File: config.mk
export PLATFORM = sky130hd
export DESIGN_NAME = serial_write_tx_flat
export DESIGN_NICKNAME = d
export VERILOG_FILES = /design/src/rtl/serial_write_tx_if.sv /design/src/rtl/serial_write_tx.sv /design/src/flat_wrapper.sv
export SDC_FILE = /design/constraint.sdc
export NUM_CORES = 1
export LEC_CHECK = 0
export CAP_MARGIN = 0
export CORE_MARGIN = 2
export CORE_UTILIZATION = 57
export DETAILED_ROUTE_END_ITERATION = 10
export PLACE_DENSITY_LB_ADDON = 0.08
export RECOVER_POWER = 100
export SLEW_MARGIN = 10
export SYNTH_ARGS = -nofsm -noshare
export SYNTH_HDL_FRONTEND = slang
export SYNTH_SLANG_ARGS = --single-unit
export TNS_END_PERCENT = 30
File: constraint.sdc
create_clock -name Clk -period 3.65 [get_ports Clk]
set_input_delay 0.73 -clock Clk [delete_from_list [all_inputs] [get_ports Clk]]
set_output_delay 0.73 -clock Clk [all_outputs]
set_load 0.1 [all_outputs]
File: src/rtl/serial_write_tx_if.sv
`default_nettype none
// ============================================================================
//  Module   : serial_write_tx_if
//  Purpose  : Bundles the controller handshake, the block data bus and the
//             UART line of the serial write transmitter.
//  Ports    : SerialWriteEn  controller enable (master -> slave)
//             DataIn         block to send, byte 0 in the top byte
//             Tx             UART line, idle high (slave -> master)
//             SerialWriteRy  transaction complete (slave -> master)
//             Busy           frames being shifted out (slave -> master)
//  Revision : 1.0  initial release
// ============================================================================
interface serial_write_tx_if #(
    parameter int NBYTES = 16
);
    logic                  SerialWriteEn;
    logic [8*NBYTES-1:0]   DataIn;
    logic                  Tx;
    logic                  SerialWriteRy;
    logic                  Busy;

    modport master (
        output SerialWriteEn,
        output DataIn,
        input  Tx,
        input  SerialWriteRy,
        input  Busy
    );

    modport slave (
        input  SerialWriteEn,
        input  DataIn,
        output Tx,
        output SerialWriteRy,
        output Busy
    );
endinterface
`default_nettype wire

File: src/rtl/serial_write_tx.sv
`default_nettype none
// ============================================================================
//  Module   : serial_write_tx
//  Purpose  : Serial-write responder. On SerialWriteEn it latches a block of
//             NBYTES bytes and sends it as back-to-back UART 8N1 frames
//             (LSB first, byte 0 = top byte of DataIn), then raises
//             SerialWriteRy until the enable is released.
//  Ports    : Clk                 system clock, rising edge
//             Rst                 synchronous reset, active-high
//             bus (slave)         SerialWriteEn, DataIn in;
//                                 Tx, SerialWriteRy, Busy out
//  Params   : CLKS_PER_BIT        clock cycles per UART bit (>= 2)
//             NBYTES              bytes per block
//  Revision : 1.0  initial release
// ============================================================================
module serial_write_tx #(
    parameter int CLKS_PER_BIT = 5208,
    parameter int NBYTES       = 16
) (
    input  logic              Clk,
    input  logic              Rst,
    serial_write_tx_if.slave  bus
);

    localparam int DATA_W = 8 * NBYTES;
    localparam int CNT_W  = $clog2(CLKS_PER_BIT);
    localparam int BYTE_W = (NBYTES > 1) ? $clog2(NBYTES) : 1;

    localparam logic [CNT_W-1:0]  c_BAUD_LAST = CNT_W'(CLKS_PER_BIT - 1);
    localparam logic [BYTE_W-1:0] c_LAST_BYTE = BYTE_W'(NBYTES - 1);

    typedef enum logic [2:0] {
        S_IDLE  = 3'd0,
        S_START = 3'd1,
        S_DATA  = 3'd2,
        S_STOP  = 3'd3,
        S_DONE  = 3'd4
    } state_t;

    state_t              r_state;
    logic [CNT_W-1:0]    r_baudCnt;
    logic [2:0]          r_bitIdx;
    logic [BYTE_W-1:0]   r_byteIdx;
    logic [DATA_W-1:0]   r_shift;
    logic                r_tx;
    logic                r_ready;
    logic                r_busy;

    // The byte on the wire is always the top byte of the shift register;
    // the register moves up one byte at the end of every stop bit.
    logic [7:0]          w_curByte;
    logic [2:0]          w_nextIdx;
    logic                w_baudEnd;

    assign w_curByte = r_shift[DATA_W-1 -: 8];
    assign w_nextIdx = r_bitIdx + 3'd1;
    assign w_baudEnd = (r_baudCnt == c_BAUD_LAST);

    // Tx holds the level of the bit period that begins after each edge, so
    // every decision below sets the line for the next bit one cycle early.
    always_ff @(posedge Clk) begin
        if (Rst) begin
            r_state   <= S_IDLE;
            r_baudCnt <= '0;
            r_bitIdx  <= '0;
            r_byteIdx <= '0;
            r_shift   <= '0;
            r_tx      <= 1'b1;
            r_ready   <= 1'b0;
            r_busy    <= 1'b0;
        end else begin
            case (r_state)
                S_IDLE: begin
                    r_tx      <= 1'b1;
                    r_ready   <= 1'b0;
                    r_busy    <= 1'b0;
                    r_baudCnt <= '0;
                    if (bus.SerialWriteEn) begin
                        r_shift   <= bus.DataIn;
                        r_byteIdx <= '0;
                        r_bitIdx  <= '0;
                        r_tx      <= 1'b0;
                        r_busy    <= 1'b1;
                        r_state   <= S_START;
                    end
                end

                S_START: begin
                    if (w_baudEnd) begin
                        r_baudCnt <= '0;
                        r_bitIdx  <= '0;
                        r_tx      <= w_curByte[0];
                        r_state   <= S_DATA;
                    end else begin
                        r_baudCnt <= r_baudCnt + 1'b1;
                    end
                end

                S_DATA: begin
                    if (w_baudEnd) begin
                        r_baudCnt <= '0;
                        if (r_bitIdx == 3'd7) begin
                            r_tx    <= 1'b1;
                            r_state <= S_STOP;
                        end else begin
                            r_bitIdx <= w_nextIdx;
                            r_tx     <= w_curByte[w_nextIdx];
                        end
                    end else begin
                        r_baudCnt <= r_baudCnt + 1'b1;
                    end
                end

                S_STOP: begin
                    if (w_baudEnd) begin
                        r_baudCnt <= '0;
                        if (r_byteIdx == c_LAST_BYTE) begin
                            r_tx    <= 1'b1;
                            r_busy  <= 1'b0;
                            r_ready <= 1'b1;
                            r_state <= S_DONE;
                        end else begin
                            // Next start bit follows the stop bit directly.
                            r_byteIdx <= r_byteIdx + 1'b1;
                            r_shift   <= r_shift << 8;
                            r_tx      <= 1'b0;
                            r_state   <= S_START;
                        end
                    end else begin
                        r_baudCnt <= r_baudCnt + 1'b1;
                    end
                end

                S_DONE: begin
                    // Ready is held until the controller releases the enable,
                    // which also guarantees En is low before a new block.
                    r_tx   <= 1'b1;
                    r_busy <= 1'b0;
                    if (!bus.SerialWriteEn) begin
                        r_ready <= 1'b0;
                        r_state <= S_IDLE;
                    end
                end

                default: begin
                    r_tx    <= 1'b1;
                    r_busy  <= 1'b0;
                    r_ready <= 1'b0;
                    r_state <= S_IDLE;
                end
            endcase
        end
    end

    assign bus.Tx            = r_tx;
    assign bus.SerialWriteRy = r_ready;
    assign bus.Busy          = r_busy;

endmodule
`default_nettype wire

File: src/flat_wrapper.sv
// flat-port wrapper written by rule: the top's interface ports become plain ports
module serial_write_tx_flat 
#(
    parameter int CLKS_PER_BIT = 5208,
    parameter int NBYTES       = 16
)
  (Clk, Rst, bus_SerialWriteEn, bus_DataIn, bus_Tx, bus_SerialWriteRy, bus_Busy);
  serial_write_tx_if #(.NBYTES(NBYTES)) bus_i ();
  input  logic Clk;
  input  logic Rst;
  input wire logic [$bits(bus_i.SerialWriteEn)-1:0] bus_SerialWriteEn;
  input wire logic [$bits(bus_i.DataIn)-1:0] bus_DataIn;
  output wire logic [$bits(bus_i.Tx)-1:0] bus_Tx;
  output wire logic [$bits(bus_i.SerialWriteRy)-1:0] bus_SerialWriteRy;
  output wire logic [$bits(bus_i.Busy)-1:0] bus_Busy;
  assign bus_i.SerialWriteEn = bus_SerialWriteEn;
  assign bus_i.DataIn = bus_DataIn;
  assign bus_Tx = bus_i.Tx;
  assign bus_SerialWriteRy = bus_i.SerialWriteRy;
  assign bus_Busy = bus_i.Busy;
  serial_write_tx #(.CLKS_PER_BIT(CLKS_PER_BIT), .NBYTES(NBYTES)) u_core (.Clk(Clk), .Rst(Rst), .bus(bus_i));
endmodule
== Word level (Yosys, flattened, before mapping) ==
Index checks and enable logic that the tools add are counted.

* Register bits after elaboration: 154
* Output and inout bits: 3
* Logic and storage cells: 81

* Add/sub/neg operators: 3
* Magnitude comparators: 1
* Eq/ne operators: 16
* Multiplexer cells: 40
* Bitwise gates (word level): 1
* Reductions and logical operators: 12

{| class="wikitable"
|+ Operator list
! operator !! number
|-
| 128-bit two-way mux || 3
|-
| 128-bit one-hot mux with 2 select lines || 1
|-
| 3-bit two-way mux || 11
|-
| 13-bit one-hot mux with 2 select lines || 1
|-
| 3-bit one-hot mux with 5 select lines || 1
|-
| 13-bit by 1-bit adder with 13-bit output, second input constant || 1
|-
| 13-bit == test, second input constant || 1
|-
| 1-bit two-way mux || 13
|-
| 13-bit two-way mux || 1
|-
| 4-bit two-way mux || 3
|-
| 2-bit by 1-bit != test with 1-bit output, second input constant || 5
|-
| 3-bit one-hot mux with 3 select lines || 1
|-
| 2-bit != test, second input constant || 4
|-
| 4-bit one-hot mux with 2 select lines || 1
|-
| 4-bit AND reduction || 2
|-
| 3-bit by 2-bit == test with 1-bit output, second input constant || 2
|-
| 3-bit == test, second input constant || 2
|-
| 1-bit one-hot mux with 3 select lines || 2
|-
| 3-bit AND reduction || 2
|-
| 6-bit AND reduction || 1
|-
| 5-bit AND reduction || 1
|-
| 4-bit by 1-bit adder with 4-bit output, second input constant || 1
|-
| 4-bit == test, second input constant || 1
|-
| 3-bit by 4-bit less-than comparator with 1-bit output, second input constant || 1
|-
| 10 further kinds || 11
|}

== Logic depth before layout (Yosys ltp) ==
* Depth in word-level cells: 6
* Gate-level depth with buffers: 7

== Least setup slack after synthesis ==
Ideal clock, no wire load.

* Kind: input-to-reg
* Start: in bus_SerialWriteEn
* End: reg u_core.r_shift[10]
* Library setup time: 0.086 ns
* Arrival time: 2.107 ns
* Data required time: 3.564 ns
* Path slack: 1.458 ns
* Stages: 7
* Path buffers: 3
* Cell sequence: nor2b_1 and2_1 clkbuf_1 clkbuf_1 clkbuf_1 a211oi_1 a211oi_1

* Longest elaborated chain between the ends: 2

{| class="wikitable"
|+ Ends and longest elaborated chain
! item !! line !! text
|-
| from (decl) || flat_wrapper.sv:11 || <nowiki>input wire logic [$bits(bus_i.SerialWriteEn)-1:0] bus_SerialWriteEn;</nowiki>
|-
| 2-bit != test (no line) || - ||
|-
| 4-bit AND reduction (no line) || - ||
|-
| to (signal assigned) || serial_write_tx.sv:79 || <nowiki>r_shift <= bus.DataIn;</nowiki>
|-
| to (signal assigned) || serial_write_tx.sv:125 || <nowiki>r_shift <= r_shift << 8;</nowiki>
|-
| to (decl) || serial_write_tx.sv:44 || <nowiki>logic [DATA_W-1:0] r_shift;</nowiki>
|}

No other way between the ends.
A chain may end at the register's enable or synchronous reset.

== Worst setup path in the final report ==
* Start: reg u_core.r_baudCnt[6]
* End: reg u_core.r_shift[92]

* Longest elaborated chain between the ends: 3

{| class="wikitable"
|+ Ends and longest elaborated chain
! item !! line !! text
|-
| from (decl) || serial_write_tx.sv:41 || <nowiki>logic [CNT_W-1:0] r_baudCnt;</nowiki>
|-
| from (signal assigned) || serial_write_tx.sv:95 || <nowiki>r_baudCnt <= r_baudCnt + 1'b1;</nowiki>
|-
| from (signal assigned) || serial_write_tx.sv:110 || <nowiki>r_baudCnt <= r_baudCnt + 1'b1;</nowiki>
|-
| from (signal assigned) || serial_write_tx.sv:130 || <nowiki>r_baudCnt <= r_baudCnt + 1'b1;</nowiki>
|-
| 13-bit == test || serial_write_tx.sv:57 || <nowiki>assign w_baudEnd = (r_baudCnt == c_BAUD_LAST);</nowiki>
|-
| 2-bit by 1-bit != test with 1-bit output (no line) || - ||
|-
| 4-bit AND reduction (no line) || - ||
|}

No other way between the ends.

==> summary.txt <==
Status
  – Outcome: complete, but fails checks
  – Violated checks: capacitance limit, slew limit

Run
  – MaxCap Viol Count: 1

Global route
  – Largest net degree at the start of global routing: 73
  – GRT Total Usage: 0.282
  – Vias in the first global route: 6517
  – Antenna violations before repair: 0
  – First-pass GRT wire length: 32900 um
  – Overflow after GRT: 0

Drt
  – Initial DRC count: 535
  – Vias/cell: 6.39
  – Overall via count from detail_route: 6627
  – Wirelength per Cell: 19.5 um
  – TritonRoute pass-1 iters: 5
  – Drt total wl: 20300 um
  – Routed Antenna Nets: 0
  – Residual DRC: 0

STA
  – RSZ-0062 raised after global routing: no
  – Setup ws final: 0.709 ns
  – Final Cycle Share: 0.806
  – Endpoints failing setup: 0
  – Period minus WS final: 2.94 ns
  – Pins Over Slew Limit: 47
  – Clock skew: 0.00721 ns
  – Relative slew slack: -0.354
  – Worst-margin pin slew: 2.03 ns
  – Final hold violation count: 0
  – Setup TNS Final: 0 ns
  – Max Clock Freq: 340 MHz

Floorplan
  – Die height: 120 um
  – Row cnt: 42
  – I/O pin total: 134
  – Die Area: 14300 sq um
  – Die width: 120 um
  – CORE AREA: 13100 sq um
  – Initial core utilization: 0.581

Hold path
  – Tightest Hold Check Type: reg2reg

Clocking
  – Post-CTS Hold Buffers: 0
  – Root Driver: clkbuf_16
  – Clk Latency, worst-skew pair: 0.43 ns
  – TritonCTS Sinks: 154
  – Maximum buffer depth of the clock tree: 2
  – H-tree Lvls: 4
  – Post-CTS resize count: 0
  – CTS Buf Count: 17
  – Post-CTS Setup Inserts: 0
  – CTS tree: yes
  – CTS clk-pin slew, worst paths: 0.06 ns

Power
  – Peak VDD IR: 0.000324 V
  – Pwr dens: 451 nW/um^2
  – Pleak: 4.03 nW

Worst setup path
  – Top delay family on crit path: compound AO/OA/AOI/OAI gates
  – Critical path cell sequence: nor4bb_1, nand3_1, clkbuf_1, o21ai_4, buf_4, a211oi_1
  – Worst stage delay on the critical path: 0.82 ns
  – Crit path DAT: 3.23 ns
  – Critical Path RT: 3.94 ns
  – Worst setup SP type: register
  – Crit-path max FO: 31
  – Worst setup EP type: register
  – Crit-path slowest cell: o21ai_4
  – Register-to-register setup slack: 0.71 ns
  – Crit path kind: reg2reg
  – CP Buf/Inv Count: 2

Logic synthesis
  – Synth top cells by count: a211oi_1 (244), dfxtp_1 (154), mux2i_1 (129)
  – Area share of the largest cell type after synthesis: 0.404
  – Number of synthesized flops with an enable pin: 0
  – Top FF cell, synth: dfxtp_1
  – Synth Cell Area: 7630 sq um
  – Cell with the most instances after synthesis: a211oi_1
  – Fraction of registers with async set/reset: 0
  – Syn_nets: 909
  – Synth unique cells: 49
  – Synth top area cells: dfxtp_1 (40%), a211oi_1 (24%), mux2i_1 (17%)
  – Post-synthesis register bit count: 154
  – Mean post-synth cell area: 9.86 sq um
  – Register area share after synthesis: 0.404
  – Top cell type by total area after synthesis: dfxtp_1
  – Yosys warns: 0
  – Post-Synthesis Cells: 774

Place
  – Port Buffer Count: 133
  – Post-DP HPWL: 12700 um
  – RePlAce Congestion: 0.851
  – Post-Place Setup Slack: 0.871 ns

Final layout
  – Footprint of the multi-input gates: 4130 sq um
  – Layout cells sized above 1: 0.0581
  – Fill cell count: 1005
  – Area grow syn2layout: 24.8%
  – Reg area: 3080 sq um
  – Layout net count: 983
  – ANT cells: 0
-- routing by layer --
layer | track usage | part of all wire | routed length, um | up-vias
li1 | - | - | - | 3214
met1 | 0.377 | 0.45 | 9190 | 3199
met2 | 0.468 | 0.49 | 9880 | 193
met3 | 0.0566 | 0.049 | 998 | 21
met4 | 0.0735 | 0.0097 | 197 | 0
met5 | 0 | 0 | 0 | -
-- worst paths after layout --
path | startpoint | end | depth (start not counted)
hold / removal | u_core.r_byteIdx[1] | u_core.r_byteIdx[1] | 2
hold reg to reg | u_core.r_byteIdx[1] | u_core.r_byteIdx[1] | 2
setup reg to reg | u_core.r_baudCnt[6] | u_core.r_shift[92] | 6
setup / recovery | u_core.r_baudCnt[6] | u_core.r_shift[92] | 6
-- metrics by stage --
stage,hold slack (ns),cell area (sq um),util,instances,power (mW)
floorplan,0.442,7630,-,774,2.17
global placement,0.451,8900,0.678,1005,2.39
detailed placement,0.466,8900,0.678,1005,2.40
CTS,0.488,9540,0.726,1037,4.31
global route,0.507,9520,0.725,1037,4.44
finish,0.487,9520,0.725,1037,4.29
-- kinds of logic (layout without fill, tap and decap cells) --
family	count (synthesis)	in the layout	share of synthesized area
simple gates	93	93	0.0712
mux	132	132	0.174
compound gates	291	291	0.284
xor+xnor	2	2	0.00230
flops	154	154	0.404
buf+inv	98	185	0.0581
fa+ha+maj	4	4	0.00656
-- cell type report --
type / instances / area share
clock inverter: 7 / 0.0142
timing repair buffer: 147 / 0.150
sequential: 154 / 0.324
multi-input combinational: 522 / 0.433
clock buffer: 25 / 0.0531
inverter: 6 / 0.00236
tap: 176 / 0.0231
-- layout by cell type, fill, tap and decap left out, types with 2 or more instances in the layout --
master           Yosys  layout
a22o_1               8       8
a31oi_1              3       3
bufinv_16            0       4
ha_1                 4       4
clkbuf_16            0      17
and4_1               4       4
a211oi_1           244     244
dfxtp_1            154     154
and3_1               5       5
mux2i_1            129     129
and4b_1              2       2
nand4_1              6       6
nor4b_1              3       3
inv_1                6       6
mux2_2               3       3
nor2_1              14      13
nand3b_1             5       5
nand2b_1             2       2
nor2b_1              2       2
nand2_1             16      16
clkdlybuf4s50_1      0     129
o311ai_0             2       2
a311oi_1             6       6
clkbuf_1            66       8
or3_1                4       4
nor3_1               2       2
buf_4                0      11
a21o_1               2       2
nor4bb_1             2       2
xor2_1               2       2
clkinv_2             0       3
nand3_1             18      18
a21oi_1              9       9
o21ai_0              7       7
buf_12               0       2
clkbuf_8             0       5
-- worst min-delay path: cells and delay by family, from the launching register on --
family | cells | cell delay (ns)
flip-flops | 1 | 0.33
multiplexers | 1 | 0.05
AND/OR/NAND/NOR | 1 | 0.06
-- power breakdown --
part           switching [mW]  internal (mW)  total, mW
Combinational           0.235          0.268      0.503
Sequential             0.0750           1.80       1.87
Clock                   0.681           1.23       1.91
-- sequential cells by signal, indices dropped and copies added (netlist names) --
| signal | flops |
|---|---|
| u_core.bus.Busy | 1 |
| u_core.bus.SerialWriteRy | 1 |
| u_core.bus.Tx | 1 |
| u_core.r_baudCnt | 13 |
| u_core.r_bitIdx | 3 |
| u_core.r_byteIdx | 4 |
| u_core.r_shift | 128 |
| u_core.r_state | 3 |
Power figures use the tool's default switching activity.
